[src/rtl/regfile_mp_pkg.sv]
// Shared types and defaults for the multi-port register file with sweep clear.
// Optional hardwired-zero register 0 is enabled by defining REGFILE_MP_ZERO_REG_EN.
package regfile_mp_pkg;

    localparam int DEFAULT_N     = 8;
    localparam int DEFAULT_DEPTH = 8;

    typedef enum logic [1:0] {IDLE, CLEAR, DONE} rf_state_t;

endpackage

[src/rtl/regfile_mp_clear_fsm.sv]
// Sweep-clear sequencer: walks the array one entry per cycle and reports busy/done.
module regfile_mp_clear_fsm
    import regfile_mp_pkg::*;
#(
    parameter  int DEPTH = DEFAULT_DEPTH,
    localparam int AW    = $clog2(DEPTH)
) (
    input  logic          clk,
    input  logic          rst,
    input  logic          clear_req,
    output logic          clr_en,
    output logic [AW-1:0] clr_addr,
    output logic          clear_busy,
    output logic          clear_done
);

    localparam logic [AW-1:0] LAST = AW'(DEPTH - 1);

    rf_state_t     state, state_next;
    logic [AW-1:0] idx, idx_next;

    // NOTE: sequential state uses non-blocking assignments so every register
    // samples the pre-edge values, independent of block evaluation order.
    always_ff @(posedge clk) begin
        if (rst) begin
            state <= IDLE;
            idx   <= '0;
        end else begin
            state <= state_next;
            idx   <= idx_next;
        end
    end

    // NOTE: defaults are assigned first so no path through the case leaves a
    // combinational output unassigned, which would infer a latch.
    always_comb begin
        state_next = state;
        idx_next   = idx;
        unique case (state)
            IDLE: begin
                if (clear_req) begin
                    state_next = CLEAR;
                    idx_next   = '0;
                end
            end
            CLEAR: begin
                idx_next = idx + 1'b1;
                if (idx == LAST) begin
                    state_next = DONE;
                    idx_next   = '0;
                end
            end
            DONE:    state_next = IDLE;
            default: state_next = IDLE;
        endcase
    end

    assign clear_busy = (state == CLEAR);
    assign clear_done = (state == DONE);
    assign clr_en     = clear_busy;
    assign clr_addr   = idx;

endmodule

[src/rtl/regfile_mp.sv]
// Two-write / two-read register file with optional write-to-read bypass and sweep clear.
// Define REGFILE_MP_ZERO_REG_EN to hardwire register 0 to zero.
module regfile_mp
    import regfile_mp_pkg::*;
#(
    parameter  int N      = DEFAULT_N,
    parameter  int DEPTH  = DEFAULT_DEPTH,
    parameter  int BYPASS = 1,
    localparam int AW     = $clog2(DEPTH)
) (
    input  logic          clk,
    input  logic          rst,
    input  logic          we3,
    input  logic [AW-1:0] wa3,
    input  logic [N-1:0]  wd3,
    input  logic          we4,
    input  logic [AW-1:0] wa4,
    input  logic [N-1:0]  wd4,
    input  logic [AW-1:0] ra1,
    input  logic [AW-1:0] ra2,
    output logic [N-1:0]  rd1,
    output logic [N-1:0]  rd2,
    input  logic          clear_req,
    output logic          clear_busy,
    output logic          clear_done,
    output logic          wr_drop
);

    logic [N-1:0]  mem [DEPTH];
    logic          clr_en;
    logic [AW-1:0] clr_addr;
    logic          we3_eff, we4_eff;
    logic          we3_ok, we4_ok;

    regfile_mp_clear_fsm #(.DEPTH(DEPTH)) u_clear_fsm (
        .clk        (clk),
        .rst        (rst),
        .clear_req  (clear_req),
        .clr_en     (clr_en),
        .clr_addr   (clr_addr),
        .clear_busy (clear_busy),
        .clear_done (clear_done)
    );

`ifdef REGFILE_MP_ZERO_REG_EN
    assign we3_eff = we3 && (wa3 != '0);
    assign we4_eff = we4 && (wa4 != '0);
`else
    assign we3_eff = we3;
    assign we4_eff = we4;
`endif

    assign we3_ok = we3_eff && !clr_en;
    assign we4_ok = we4_eff && !clr_en;

    // NOTE: the array is reset on purpose: rst must zero every entry in a
    // single cycle, so this is a flop array rather than an inferred RAM.
    always_ff @(posedge clk) begin
        if (rst) begin
            for (int i = 0; i < DEPTH; i++) mem[i] <= '0;
        end else if (clr_en) begin
            mem[clr_addr] <= '0;
        end else begin
            if (we4_ok) mem[wa4] <= wd4;
            // Port A is scheduled last so it wins an address collision.
            if (we3_ok) mem[wa3] <= wd3;
        end
    end

    always_ff @(posedge clk) begin
        if (rst)                           wr_drop <= 1'b0;
        else if (clr_en && (we3_eff || we4_eff)) wr_drop <= 1'b1;
    end

    always_comb begin
        rd1 = mem[ra1];
        if (BYPASS != 0) begin
            if (we4_ok && (wa4 == ra1)) rd1 = wd4;
            if (we3_ok && (wa3 == ra1)) rd1 = wd3;
        end
    end

    always_comb begin
        rd2 = mem[ra2];
        if (BYPASS != 0) begin
            if (we4_ok && (wa4 == ra2)) rd2 = wd4;
            if (we3_ok && (wa3 == ra2)) rd2 = wd3;
        end
    end

endmodule

[config.mk]
export PLATFORM = sky130hd
export DESIGN_NAME = regfile_mp
export DESIGN_NICKNAME = d
export VERILOG_FILES = /design/src/rtl/regfile_mp_pkg.sv /design/src/rtl/regfile_mp_clear_fsm.sv /design/src/rtl/regfile_mp.sv
export SDC_FILE = /design/constraint.sdc
export NUM_CORES = 1
export LEC_CHECK = 0
export CAP_MARGIN = 20
export CORE_MARGIN = 10
export CORE_UTILIZATION = 60
export DETAILED_ROUTE_END_ITERATION = 7
export HOLD_SLACK_MARGIN = 0.08
export PLACE_DENSITY = 0.94
export SYNTH_ARGS = -nofsm -noshare
export SYNTH_HDL_FRONTEND = slang
export SYNTH_HIERARCHICAL = 1
export SYNTH_SLANG_ARGS = --single-unit
[constraint.sdc]
create_clock -name clk -period 6.3 [get_ports clk]
set_input_delay 0.63 -clock clk [delete_from_list [all_inputs] [get_ports clk]]
set_output_delay 0.63 -clock clk [all_outputs]
set_load 0.02 [all_outputs]
==> Word level (Yosys, flattened, before mapping) <==
Memory sizes are Yosys's and may differ from the RTL's.
Index checks and enable logic that the tools add are counted.
{ "classes": {"addsub": 1, "mul": 0, "div_mod_pow": 0, "n_lt_le_gt_ge": 0, "eq_ne": 9, "n_shift": 0, "muxes": 32, "bitwise": 0, "reduce_logical": 16} }
{ "ops": {"columns": ["cell", "n"], "rows": [
  ["$mux W8", 7],
  ["$reduce_or A8 Y1", 3],
  ["$mux W1", 16],
  ["$mux W3", 5],
  ["$eq A3 B3 Y1", 4],
  ["$logic_and A1 B1 Y1", 7],
  ["$pmux W3 S2", 1],
  ["$mux W2", 2],
  ["$pmux W2 S2", 1],
  ["$reduce_and A2 Y1", 2],
  ["$add A3 B1 Y3 const B", 1],
  ["$eq A3 B3 Y1 const B", 1],
  ["$eq A2 B1 Y1 const B", 1],
  ["$eq A2 B2 Y1 const B", 1],
  ["$logic_not A2 Y1", 1],
  ["$ne A2 B1 Y1 const B", 1],
  ["$ne A2 B2 Y1 const B", 1],
  ["$reduce_bool A2 Y1", 1],
  ["$logic_not A1 Y1", 1],
  ["$logic_or A1 B1 Y1", 1]
]} }
{ "totals": {"reg_bits": 6, "latch_bits": 0, "ram_bits": 64, "rom_bits": 0, "inputBits": 33, "output_inout_bits": 19, "word_cells": 62, "mem_count": 1} }
{ "memory_table": {"columns": ["memory", "depth", "word_bits", "rd", "rd_clocked_by_memory_dff", "write_ports", "line_no", "source"], "rows": [
  ["mem", 8, 8, 2, 0, 8, "regfile_mp.sv:29", "logic [N-1:0] mem [DEPTH];"]
]} }

==> Depth between registers and ports, before layout <==
Gate-level depths: netlist (run 1).
{ "logic_depth": {"ltp_word": 9, "ltp_mapped": 9} }

==> Modules after synthesis <==
Netlist (run 1), hierarchy kept.
{ "modules_own_cells": {"columns": ["module", "instances", "cells_per_inst", "area_each_um2", "seq_area_each_um2"], "rows": [
  ["regfile_mp", 1, 395, 4481.8, 1941.9],
  ["regfile_mp_clear_fsm", 1, 24, 265.3, 100.1]
]} }

==> Worst setup path after synthesis (run 1) <==
OpenSTA, ideal clock, no wires.
{ "synth_timing": {"path_kind": "input port to output port", "startpoint": "input ra1[2]", "endpoint": "output rd1[0]", "arrival_ps": 2404, "required_ps": 5670, "path_slack_ps": 3266, "stages": 6, "cell_sequence": "buf_2 > clkbuf_1 > xnor2_1 > nand4_1 > mux2i_1 > o21ai_0"} }
{ "synth_via": {"elab_chain_cells": 4, "word_cells_on_any_way": 7, "classes_between": "eq/ne: 2; mux: 2; reduce/logical: 2; memory: 1"} }
{ "synth_lines": {"columns": ["item", "line_no", "source"], "rows": [
  ["start: declaration", "regfile_mp.sv:19", "input logic [AW-1:0] ra1,"],
  ["parallel branches: the longest is 3 deep, another holds $mem_v2 Z8 W8", null, null],
  ["$mux W8 *", "regfile_mp.sv:79", "if (we3_ok && (wa3 == ra1)) rd1 = wd3;"],
  ["end: declaration", "regfile_mp.sv:21", "output logic [N-1:0] rd1,"]
]} }
Every way passes the cells marked *.

==> Worst setup path in the final report (run 1) <==
{ "layout_timing": {"startpoint": "input ra2[0]", "endpoint": "output rd2[2]"} }
{ "layout_via": {"elab_chain_cells": 4, "word_cells_on_any_way": 7, "classes_between": "eq/ne: 2; mux: 2; reduce/logical: 2; memory: 1"} }
{ "layout_lines": {"columns": ["item", "line_no", "source"], "rows": [
  ["start: declaration", "regfile_mp.sv:20", "input logic [AW-1:0] ra2,"],
  ["parallel branches: the longest is 3 deep, another holds $mem_v2 Z8 W8", null, null],
  ["$mux W8 *", "regfile_mp.sv:87", "if (we3_ok && (wa3 == ra2)) rd2 = wd3;"],
  ["end: declaration", "regfile_mp.sv:22", "output logic [N-1:0] rd2,"]
]} }
Marks and branches as above.

==> metrics.txt, run 1 <==
Seq pwr share 0.479; Worst-path clk slew 80 ps; critical path capture point type primary output; Switching Power 0.3436 mW; Post-Layout Cell Count 558; row count 32; CP startpoint ra2[0]; RSZ-0062 raised after global routing no; Setup Crit Path Kind primary input to primary output; Sw Ratio 0.3014; WP depth 6; starting density of the core 0.6143; Sink Count 70; Final Hold Vio Count 0; antenna violations before repair 0; synthesized cell area 4747 um^2; Final ANT Viol Nets 0; Final Critical Period 4521 ps; worst r2r src u_clear_fsm/state[1]$_SDFFE_PP0P_; fraction of registers with async set/reset 0; drt initial violations 552; final worst path period share 0.7177; combinational share of power 0.227; clk_lat worst skew 360 ps; sequential area share after synthesis 0.4302; status finished, final reports clean; CP dominant cell by count clkdlybuf4s50_1; cell family with most CP delay buffers and inverters; fmax 221.2 MHz; Synth area leader edfxtp_1; CTS Buf Count 9; FF+latch count, synth 70; Post-synth EDFFs 64; hold_buf cts 0; Yosys warning count 6; gpl congestion 0.9578; top cells by area, synth edfxtp_1 40%, mux4_2 15%, nand2_1 7.1%; flop2flop setup slack 3150 ps; core area 7727 um^2; headroom to the max-slew limit 0.2393; crit path launch type primary input; clock network fraction of total power 0.293; slowest stage delay, CP 1230 ps; ant diodes 0; TNS Setup 0 ps; Initial DRT Pass Iterations 6; main flop type after synthesis edfxtp_1; number of gates resized after cts 0; Total Routing Usage GR 0.2463; skew final 9.547 ps; R2R cell count 5; DRC Markers 0; worst endpoint required time 5670 ps; data arrival time of the worst path 3890 ps; peak supply drop 0.1313 mV; Syn-to-layout area delta 14.52%; share of layout cells above drive strength 1 0.2105; Int Power 0.7965 mW; Slew Viols, Final 0; pin count of the biggest net entering global routing 25; H-tree levels 3; WP buf/inv 2; Avg Cell Area, Syn 11.33 um^2; total grt overflow 0; Filler Cell Count 502; I/O pins 52; port buffer count 51; Synthesized Nets 454; Post-DP HPWL 10,000 um; RR Endpoint mem[0][4]$_DFFE_PP_; Setup-failing EPs final 0; Syn Inst Count 419; post-synth top area share 0.4048; Wirelength per Cell 25.85 um; final wirelength 14,420 um; vias in the first global route 4,003; Vias/cell 7.174; Hold WC Path Type flop to flop; Max Cap Viol 0; worst path cell trace clkdlybuf4s50_1 -> xnor2_1 -> nand4_1 -> mux2i_1 -> o21ai_0 -> clkdlybuf4s50_1; Vias 4,003; die height 109.0 um; Worst Setup EP rd2[2]; Synth cell types 46; placed insts 542; first-pass GRT wire length 22,120 um; leakage power 1.839 nW; number of setup buffers added after CTS 0; Critical-path top delay cell clkdlybuf4s50_1; clk root buf clkbuf_8; CTS tree yes; pwr dens 209.7 nW/um^2; Die ar. 11,870 um^2; Worst Tran Pin Value 1138 ps; clk buf depth 2; die width 109.0 um; post-layout net count 486; crit path max fanout 14
metal layers:
metal | GRT usage | up-vias | wire, um
li1 | - | 1658 | -
met4 | 0.1215 | 0 | 775
met5 | 0 | - | 0
met2 | 0.3963 | 397 | 6668
met1 | 0.2962 | 1867 | 4803
met3 | 0.07316 | 81 | 2175
cells in the mapped netlist, drive strengths merged, types with 2 or more instances:
library cell,n
a311o,8
dfxtp,6
nor2,4
ha,2
o21ai,81
mux4,32
nand2b,5
nand3b,2
o2bb2ai,2
nor2b,3
mux2i,18
clkbuf,16
nand4,2
o21ba,2
buf,20
xor2,6
edfxtp,64
nand2,90
or4,8
mux2,18
and2b,3
nor3,2
nor3b,2
nor4b,2
xnor2,6
nor4,2
a21oi,2
state kept, by name, indices dropped and copies added, names as in the netlist:
signal	flops
u_clear_fsm/clr_addr	3
wr_drop	1
mem	64
u_clear_fsm/state	2
cells by family (layout without fill, tap and decap cells):
family	Yosys count	count (layout)	share of synthesized area
and+or+nand+nor	131	131	0.1415
AOI/OAI and AO/OA	99	99	0.1276
DFF	70	70	0.4302
muxes	68	68	0.2341
buffers and inverters	37	74	0.03927
xor gates and xnor gates	12	12	0.02214
adders and majority gates	2	2	0.005271
final cells by class:
class,count,area [um^2],share of cell area
multi-input cells,312,2531,0.4656
clock inverters,6,48.80,0.008976
well taps,102,127.6,0.02348
clock buffers,10,127.6,0.02348
flip-flops and latches,70,2042,0.3756
inverters,1,3.754,0.0006904
repair buffers,57,555.5,0.1022
tightest hold or removal path: stages, from the launching register on:
cell and delay [ps]:
dfxtp_1 320, inv_1 50, a21oi_1 50
power groups by stage:
stage / Combinational [mW] / Sequential [mW] / Clock [mW]
floorplan: 0.159 / 0.550 / 0
global placement: 0.245 / 0.553 / 0
detailed placement: 0.254 / 0.556 / 0
CTS: 0.255 / 0.546 / 0.325
global route: 0.271 / 0.549 / 0.346
finish: 0.259 / 0.547 / 0.334
cell usage in the layout, fill, tap and decap left out, drive strengths merged, types with 3 or more instances in the layout:
cell and instances:
a311o 8, and2b 3, buf 6, clkbuf 10
clkdlybuf4s50 51, clkinv 3, clkinvlp 3, dfxtp 6
edfxtp 64, mux2 18, mux2i 18, mux4 32
nand2 90, nand2b 5, nor2 4, nor2b 3
o21ai 81, or4 8, xnor2 6, xor2 6
through the flow:
stage | hold WS (ps) | power (mW) | util | area (um^2) | worst slack (ps)
3_5_place_dp | 452.5 | 0.8101 | 0.6807 | 5260 | 1861
6_report | 463.8 | 1.140 | 0.7035 | 5436 | 1779
3_3_place_gp | 434.8 | 0.7980 | 0.6788 | 5245 | 1836
5_1_grt | 501.1 | 1.166 | 0.7035 | 5436 | 1696
4_1_cts | 467.1 | 1.126 | 0.7035 | 5436 | 1857
2_1_floorplan | 438.9 | 0.7084 | - | 4747 | 3266
how the worst min path moves through the flow:
stage          slack [ps]                              start                                 to  depth (start not counted)
2_1_floorplan         440  u_clear_fsm/state[1]$_SDFFE_PP0P_  u_clear_fsm/state[0]$_SDFFE_PP0P_                          1
4_1_cts               470               wr_drop$_SDFFE_PP0P_               wr_drop$_SDFFE_PP0P_                          2
5_1_grt               500               wr_drop$_SDFFE_PP0P_               wr_drop$_SDFFE_PP0P_                          2
3_3_place_gp          430               wr_drop$_SDFFE_PP0P_               wr_drop$_SDFFE_PP0P_                          2
3_5_place_dp          450               wr_drop$_SDFFE_PP0P_               wr_drop$_SDFFE_PP0P_                          2
6_report              460               wr_drop$_SDFFE_PP0P_               wr_drop$_SDFFE_PP0P_                          2
No activity file was read; power rests on OpenSTA's default activity.
==> run 2: changes to the inputs <==
--- a/config.mk
+++ b/config.mk
@@ -7,10 +7,10 @@
 export LEC_CHECK = 0
 export CAP_MARGIN = 20
 export CORE_MARGIN = 10
-export CORE_UTILIZATION = 60
+export CORE_UTILIZATION = 57
 export DETAILED_ROUTE_END_ITERATION = 7
 export HOLD_SLACK_MARGIN = 0.08
-export PLACE_DENSITY = 0.94
+export PLACE_DENSITY = 0.91
 export SYNTH_ARGS = -nofsm -noshare
 export SYNTH_HDL_FRONTEND = slang
 export SYNTH_HIERARCHICAL = 1
==> constraint.sdc (replaced) <==
create_clock -name clk -period 4.52 [get_ports clk]
set_input_delay 0.452 -clock clk [delete_from_list [all_inputs] [get_ports clk]]
set_output_delay 0.452 -clock clk [all_outputs]
set_load 0.02 [all_outputs]
==> run 2 against run 1 <==
Net effect: the flow now finishes with violations (DRC); sequential share of layout area fell by 0.44 points; combinational power rose by 41%; clock power up 55%; sequential power increased by 39%; worst setup slack got worse by 1100 ps; register-to-register slack worse by 1500 ps; die area rose by 4.3%; non-clock buffer count up 5; critical path depth unchanged; critical path type unchanged; largest power group unchanged; highest routed layer unchanged.
==> metrics.txt, run 2 (same netlist as run 1, synthesis figures left out) <==
leading cell type in the layout, fill and taps excluded nand2_1; gpl congestion 0.9789 (+2.2%); ant diodes 0 (unchanged); Switching Power 0.4733 mW (+38%); Final Util 0.6729 (-0.03059); skew final 9.940 ps (+0.3933 ps); Biggest register mem; I/O pins 52 (unchanged); H-tree levels 3 (unchanged); setup ws final 709.4 ps (-1069 ps); max FFs per register 64 (unchanged); placed insts 550 (+1.5%); violated checks DRC; Hold WC Path Type flop to flop; clk root buf clkbuf_8; Final Critical Period 3811 ps; pwr dens 298.6 nW/um^2 (+42%); data arrival time of the worst path 3360 ps (-530 ps); share of layout cells above drive strength 1 0.2191 (+0.008563); Total Routing Usage GR 0.2251 (-0.02118); RSZ-0062 raised after global routing no; number of setup buffers added after CTS 0 (unchanged); Worst-path clk slew 80 ps (about the same); Initial DRT Pass Iterations 8 (+2); Worst Tran Pin Value 877.8 ps (-259.7 ps); Setup WS pre-CTS 793.9 ps (-1067 ps); Critical-path top delay cell clkdlybuf4s50_1; Setup Crit Path Kind primary input to primary output; pin count of the biggest net entering global routing 25 (unchanged); critical path capture point type primary output; Post-Layout Cell Count 566 (+1.4%); antenna violations before repair 0 (unchanged); CTS Buf Count 9 (unchanged); clk buf depth 2 (unchanged); final wirelength 14,270 um (-1.1%); Max Cap Viol 0 (unchanged); Vias 3,927 (-1.9%); drt initial violations 590 (+6.9%); starting density of the core 0.5807 (-0.03366); Int Power 1.169 mW (+47%); worst path cell trace clkdlybuf4s50_1 -> xnor2_1 -> nand4_1 -> mux2i_1 -> o21ai_0 -> clkdlybuf4s50_1; Post-DP HPWL 10,040 um (+0.33%); number of gates resized after cts 0 (unchanged); Die ar. 12,380 um^2 (+4.3%); status finished, violations left; Syn-to-layout area delta 15.89%; Sw Ratio 0.2881 (-0.01324); slowest stage delay, CP 890 ps (-340 ps); hold_buf cts 0 (unchanged); crit path launch type primary input; Final Hold Vio Count 0 (unchanged); vias in the first global route 4,043 (+1.0%); Final ANT Viol Nets 0 (unchanged); CP dominant cell by count clkdlybuf4s50_1; DRC Markers 1 (+1); fmax 262.4 MHz; post-layout net count 491 (+1.0%); Sink Count 70 (unchanged); clock network fraction of total power 0.315 (+0.022); Wirelength per Cell 25.21 um (-2.5%); crit path max fanout 13 (-1); final worst path period share 0.8431; die width 111.3 um (+2.1%); Power, Total 1.643 mW (+44%); worst endpoint required time 4070 ps (-1600 ps); peak supply drop 0.1696 mV (+29%); CTS tree yes; Slew Viols, Final 0 (unchanged); row count 33 (+3.1%); first-pass GRT wire length 21,940 um (-0.81%); port buffer count 51 (unchanged); Vias/cell 6.938 (-3.3%); die height 111.3 um (+2.1%); Seq pwr share 0.463 (-0.016); total grt overflow 0 (unchanged); core area 8175 um^2 (+5.8%); Setup-failing EPs final 0 (unchanged); most frequent cells in the layout 90 x nand2_1, 64 x edfxtp_1, 51 x clkdlybuf4s50_1; TNS Setup 0 ps (unchanged); clk_lat worst skew 350 ps (about the same); headroom to the max-slew limit 0.4126 (+0.1734); combinational share of power 0.222 (-0.005); leakage power 1.882 nW (+2.3%)
==> run 2: cell types whose count changed in the layout (fill, tap and decap cells not counted) <==
cell,before,now
clkinv_4,3,4
buf_4,6,11
clkinvlp_4,3,1
bufinv_16,0,1
==> run 2: worst max-delay path, delay by kind of cell <==
family,cells,cell delay [ps]
AOI/OAI and AO/OA,1,270
and+or+nand+nor,1,610
muxes,1,270
xor gates and xnor gates,1,200
buffers and inverters,2,1550
==> run 2: cell type report <==
type,instances,area (um^2)
Fill cell,564,2674
Sequential cell,70,2042
Tap cell,105,131.4
Clock buffer,10,127.6
Clock inverter,6,72.57
Inverter,1,3.754
Multi-Input combinational cell,312,2531
Timing Repair Buffer,62,593.1
==> run 2: path summary, 6_finish.rpt <==
path                                      from              endpoint  slack (ps)  cells past startpoint
min                       wr_drop$_SDFFE_PP0P_  wr_drop$_SDFFE_PP0P_         450                      2
min reg2reg               wr_drop$_SDFFE_PP0P_  wr_drop$_SDFFE_PP0P_         450                      2
max                                     ra2[2]                rd2[0]         710                      6
max reg2reg  u_clear_fsm/state[1]$_SDFFE_PP0P_   mem[3][0]$_DFFE_PP_        1630                      4
==> run 2: through the flow <==
| stage | instance area (um^2) | hold WS [ps] |
|---|---|---|
| global placement | 5301 | 434.5 |
| finish | 5502 | 454.0 |
| floorplan | 4747 | 438.9 |
| global route | 5502 | 481.0 |
| CTS | 5502 | 455.9 |
| detailed placement | 5301 | 447.1 |
==> run 2: layer usage <==
metal  up-vias  share of wire  GRT usage
met2       364           0.46     0.3517
met3        85           0.15    0.06981
met1      1806           0.33     0.2632
met4         0          0.056     0.1422
met5         -              0          0
li1       1672              -          -
==> run 2: power groups by stage <==
stage | Clock, mW | Sequential, mW | Combinational [mW]
2_1_floorplan | 0 | 0.766 | 0.221
3_3_place_gp | 0 | 0.770 | 0.346
3_5_place_dp | 0 | 0.774 | 0.357
4_1_cts | 0.512 | 0.760 | 0.359
5_1_grt | 0.545 | 0.764 | 0.382
6_report | 0.517 | 0.761 | 0.365
